$ cat config.mk
export PLATFORM = sky130hd
export DESIGN_NAME = pipe_stage_buffer
export DESIGN_NICKNAME = d
export VERILOG_FILES = /design/src/rtl/pipe_stage_buffer_pkg.sv /design/src/rtl/pipe_stage_buffer.sv
export SDC_FILE = /design/constraint.sdc
export NUM_CORES = 1
export LEC_CHECK = 0
export BUFFER_PORTS_ARGS = -buffer_cell sky130_fd_sc_hd__buf_2
export CORE_AREA = 2 2 71 73
export DETAILED_ROUTE_END_ITERATION = 10
export DIE_AREA = 0 0 73 75
export GPL_TIMING_DRIVEN = 0
export PLACE_DENSITY_LB_ADDON = 0.3
export RECOVER_POWER = 50
export SLEW_MARGIN = 25
export SYNTH_ARGS = -nofsm -noshare
export SYNTH_HDL_FRONTEND = slang
export SYNTH_SLANG_ARGS = --single-unit
$ cat constraint.sdc
create_clock -name clk_i -period 3.2 [get_ports clk_i]
set_input_delay 0 -clock clk_i [delete_from_list [all_inputs] [get_ports clk_i]]
set_output_delay 0 -clock clk_i [all_outputs]
set_load 0.005 [all_outputs]
$ cat src/rtl/pipe_stage_buffer_pkg.sv
// Shared pipeline definitions: stage-buffer state encoding and main-register
// source select, used by every stage register in the pipeline.
package pipe_stage_buffer_pkg;

  localparam int STATE_W = 2;

  typedef enum logic [STATE_W-1:0] {
    ST_EMPTY = 2'd0,
    ST_BUSY  = 2'd1,
    ST_FULL  = 2'd2
  } buf_state_e;

  typedef enum logic [1:0] {
    MAIN_HOLD,
    MAIN_WRITE,
    MAIN_SKID,
    MAIN_CLEAR
  } main_sel_e;

  // Number of held entries implied by a buffer state.
  function automatic logic [1:0] occupancy_of(input buf_state_e s);
    case (s)
      ST_BUSY: return 2'd1;
      ST_FULL: return 2'd2;
      default: return 2'd0;
    endcase
  endfunction

endpackage

$ cat src/rtl/pipe_stage_buffer.sv
// Two-entry skid buffer used as a pipeline stage register with stall
// backpressure and squash (flush); ready/valid are decoded from state only.
module pipe_stage_buffer
  import pipe_stage_buffer_pkg::*;
#(
  parameter int width = 32
) (
  input  logic             clk_i,
  input  logic             reset_i,
  input  logic             in_valid_i,
  input  logic [width-1:0] write_i,
  output logic             in_ready_o,
  output logic             out_valid_o,
  output logic [width-1:0] read_o,
  input  logic             out_ready_i,
  input  logic             flush_i,
  output logic [1:0]       occupancy_o
);

  buf_state_e       state_q, state_d;
  main_sel_e        main_sel;
  logic             skid_load;
  logic             skid_clear;
  logic             up_xfer;
  logic             down_xfer;
  logic [width-1:0] main_q, main_d;
  logic [width-1:0] skid_q, skid_d;

  // reset_i only masks in_ready_o; neither handshake input reaches an output.
  assign in_ready_o  = (state_q != ST_FULL) && !reset_i;
  assign out_valid_o = (state_q != ST_EMPTY);
  assign occupancy_o = occupancy_of(state_q);
  assign read_o      = main_q;

  assign up_xfer   = in_valid_i && in_ready_o;
  assign down_xfer = out_valid_o && out_ready_i;

  // NOTE: every always_comb output gets a default first so no path leaves it unassigned (no latch).
  always_comb begin
    state_d    = state_q;
    main_sel   = MAIN_HOLD;
    skid_load  = 1'b0;
    skid_clear = 1'b0;

    if (flush_i) begin
      state_d    = ST_EMPTY;
      main_sel   = MAIN_CLEAR;
      skid_clear = 1'b1;
    end else begin
      case (state_q)
        ST_EMPTY: begin
          if (up_xfer) begin
            main_sel = MAIN_WRITE;
            state_d  = ST_BUSY;
          end
        end
        ST_BUSY: begin
          if (up_xfer && down_xfer) begin
            main_sel = MAIN_WRITE;
          end else if (up_xfer) begin
            skid_load = 1'b1;
            state_d   = ST_FULL;
          end else if (down_xfer) begin
            state_d = ST_EMPTY;
          end
        end
        ST_FULL: begin
          // Upstream is already stalled; only a drain can move the skid word up.
          if (out_ready_i) begin
            main_sel = MAIN_SKID;
            state_d  = ST_BUSY;
          end
        end
        default: begin
          state_d    = ST_EMPTY;
          main_sel   = MAIN_CLEAR;
          skid_clear = 1'b1;
        end
      endcase
    end
  end

  always_comb begin
    main_d = main_q;
    case (main_sel)
      MAIN_WRITE: main_d = write_i;
      MAIN_SKID:  main_d = skid_q;
      MAIN_CLEAR: main_d = '0;
      default:    main_d = main_q;
    endcase

    skid_d = skid_q;
    if (skid_clear) begin
      skid_d = '0;
    end else if (skid_load) begin
      skid_d = write_i;
    end
  end

  // NOTE: sequential state uses non-blocking assignments so all registers update together at the edge.
  always_ff @(posedge clk_i) begin
    if (reset_i) begin
      state_q <= ST_EMPTY;
      // NOTE: data registers are reset too, because read_o must read 0 after reset.
      main_q  <= '0;
      skid_q  <= '0;
    end else begin
      state_q <= state_d;
      main_q  <= main_d;
      skid_q  <= skid_d;
    end
  end

endmodule

==> results by group <==
Logic synthesis
  • Register area share after synthesis: between 50 and 60%
  • Post-Syn Area: roughly 2500 um2
  • Mean area per synthesized cell: between 9 and 10 um2
  • Distinct cells, synth: 25
  • Synthesis-stage register bit count: 66
  • Net Count, Synth: ~300
  • Synth warn: 0
  • Post-Syn Instances: approximately 270

Timing
  • Tcrit/Tclk final: between 60 and 70%
  • Fmax: around 0.48 GHz
  • Fin crit period: around 2.1 ns
  • Fin. max-slew vios: 0
  • Final setup viols: 0
  • Final hold violation count: 0
  • Tightest Pin Transition: between 0.8 and 0.9 ns
  • Worst Clk Skew: between 0.006 and 0.007 ns
  • Setup TNS: 0 ns
  • RSZ-0062 raised after global routing: no
  • Max-slew headroom: between 30 and 40%

Worst setup path
  • WP data required: 3.40 ns
  • Critical path launch point: state_q[1]
  • Worst EP arrival: approximately 2.3 ns
  • Crit Path Class: reg -> reg
  • Crit-path cells: or4b_1 > nor2_1 > clkbuf_1 > o21ai_0
  • Reg2Reg Depth: 4
  • Slowest stage delay, CP: around 0.56 ns
  • R2r endpoint: skid_q[22]
  • Startpoint class of the critical path: flip-flop
  • Critical path's slowest cell: or4b_1
  • CP Capture Type: flip-flop
  • Critical path fanouts, max: 10
  • RR Startpoint: state_q[1]
  • R2R setup slack: around 1.1 ns

Layout
  • Footprint of the multi-input gates: approximately 1100 um2
  • # fillers: between 300 and 400
  • Area Growth Syn to Fin: 36.6%
  • Antenna cell count: 0
  • Final Core Density: between 70% and 80%
  • Fin nets: between 400 and 500
  • Layout cell share with drive strength beyond 1: between 20% and 30%
  • Post-Layout Cell Count: roughly 440
  • FF/Latch Area: between 1000 and 1500 um2

CTS
  • Total CTS buffers: 9
  • Clock root buffer: clkbuf_8
  • Clock slew at the register clock pins of the worst setup and hold paths: approximately 0.07 ns
  • Worst skew pair latency: roughly 0.33 ns
  • CTS tree: done
  • Clock tree sinks: between 60 and 70
  • H-Tree Depth: 3
  • CTS max path bufs: 2
  • Postcts setup bufs: 0

Worst hold path
  • WHS Endpoint: state_q[1]
  • Worst min-delay path class: in -> reg
  • Min-Delay Path Depth: 3
  • Min-delay src: flush_i

Placed design
  • Port Buffer Count: between 70 and 80
  • Placer Congestion: 0.836
  • Hpwl dp: around 3700 um
  • Placed cells: ~390

GRT
  • Antenna violations before repair: 0
  • First-pass GRT wire length: approximately 9600 um
  • Number of global-route vias before repair: roughly 2100
  • Total Routing Usage GR: 23.1%
  • Largest net degree at the start of global routing: 11
  • GRT overflow: 0

Drt
  • Antenna-violating nets left: 0
  • DR vias: 2349
  • DRC: 0
  • Wire per inst: about 14 um
  • Vias per inst: ~5.3
  • First-pass DRT Iterations: 5
  • Routed WL: about 6000 um
  • Initial DRC count: 150

Run
  • Max Cap Viol: 0

Die
  • Core box area: approximately 4700 um2
  • # IOs: 73
  • Initial Utilization: 53.9%
  • Die H: approximately 75 um
  • FP Rows: 25
  • Die Area: ~5500 um2
  • Chip Width: between 70 and 80 um

Pwr
  • Leakage: 1.69 nW
  • VDD IR max: ~290 uV
  • Power Density: about 490 nW/um2

Run status
  • Outcome: complete, no violations
-- cells in the mapped netlist (all sizes together) --
cell type / instances / area (um2)
o32ai: 2 / 25.0
and2: 1 / 6.26
a22o: 32 / 280
dfxtp: 66 / 1320
or4b: 1 / 13.8
or2: 2 / 12.5
nand2b: 2 / 12.5
a21o: 32 / 240
a21oi: 4 / 20.0
nor4b: 1 / 15.0
buf: 14 / 91.3
nand2: 64 / 240
clkbuf: 5 / 21.3
nor2b: 3 / 18.8
inv: 1 / 3.75
or3: 1 / 6.26
o21ai: 32 / 160
nor2: 3 / 18.8
nor3: 1 / 5.00
-- routing by layer --
| metal | wire length (um) | vias up | share of wire, % | GRT usage [%] |
|---|---|---|---|---|
| met1 | 2620 | 1102 | 44 | 27.8 |
| met5 | 0 | - | 0 | 0 |
| met4 | 97 | 0 | 1.6 | 11.5 |
| li1 | - | 1169 | - | - |
| met3 | 269 | 8 | 4.5 | 4.69 |
| met2 | 3000 | 70 | 50 | 39.4 |
-- worst max-delay path, delay by kind of cell, from the launching register on --
family                 cells  cell delay (ns)
buffers and inverters      1             0.42
AO/OA/AOI/OAI              1             0.16
AND/OR/NAND/NOR            2             1.01
flip-flops                 1             0.37
-- kinds of logic (layout without fill, tap and decap cells) --
| kind of cell | count (synthesis) | in the layout | synth area share (%) |
|---|---|---|---|
| AO/OA/AOI/OAI | 102 | 102 | 28.9 |
| buffers and inverters | 20 | 142 | 4.63 |
| AND/OR/NAND/NOR | 79 | 79 | 13.9 |
| flip-flops | 66 | 66 | 52.6 |
-- how the worst max path moves through the flow --
| stage | endpoint | depth (start not counted) |
|---|---|---|
| floorplan | read_o[10] | 6 |
| global placement | read_o[11] | 4 |
| detailed placement | read_o[2] | 4 |
| CTS | read_o[3] | 4 |
| global route | skid_q[16] | 5 |
| finish | skid_q[22] | 4 |
-- layout make-up --
cell class | count | share of cell area (%)
Sequential cell | 66 | 38.5
Clock inverter | 2 | 1.02
Tap cell | 54 | 1.97
Timing Repair Buffer | 106 | 19.7
Buffer | 19 | 3.17
Multi-Input combinational cell | 181 | 30.8
Clock buffer | 14 | 4.74
Inverter | 1 | 0.109
-- flip-flops by register name, summed over array words and instances, names as in the netlist --
signal,count
skid_q,32
read_o,32
state_q,2
-- power breakdown --
part | internal, mW | switching (mW) | total (mW)
clock | 0.402 | 0.292 | 0.695
combinational | 0.0788 | 0.0605 | 0.139
sequential | 0.839 | 0.00963 | 0.849
-- timing repair --
item | CTS | global route
hold endpoints to repair | 65 | 0
resized for setup | 0 | 0
hold buffers | 34 | 0
-- stage by stage --
| step | hold slack (ns) | area [um2] | power [mW] | setup slack (ns) |
|---|---|---|---|---|
| 2_1_floorplan | 0.0311 | 2510 | 0.919 | 1.69 |
| 3_3_place_gp | 0.209 | 2940 | 0.975 | 1.49 |
| 3_5_place_dp | 0.215 | 2940 | 0.977 | 1.44 |
| 4_1_cts | 0.0196 | 3480 | 1.70 | 1.41 |
| 5_1_grt | 0.0303 | 3430 | 1.75 | 0.933 |
| 6_report | 0.0183 | 3430 | 1.68 | 1.11 |
-- placed cells by master, fill, tap and decap left out --
cell,Yosys,layout
a21o_1,32,32
nor2_1,2,3
clkbuf_8,0,11
clkbuf_1,3,29
and2_1,1,1
a22o_1,32,32
o32ai_1,1,1
clkinv_2,0,1
dlygate4sd3_1,0,34
nor2b_1,3,3
bufinv_16,0,1
nor4b_1,0,1
nand2b_1,2,2
o32ai_2,1,1
buf_4,1,1
dfxtp_1,66,66
or4b_1,0,1
nor3_1,1,1
inv_1,1,1
nand2_1,64,64
buf_2,10,57
buf_6,3,3
or3_1,1,1
or2_2,2,2
clkbuf_2,2,4
o21ai_0,24,26
o21ai_1,8,6
a21oi_1,4,4
Power figures use the tool's default switching activity.
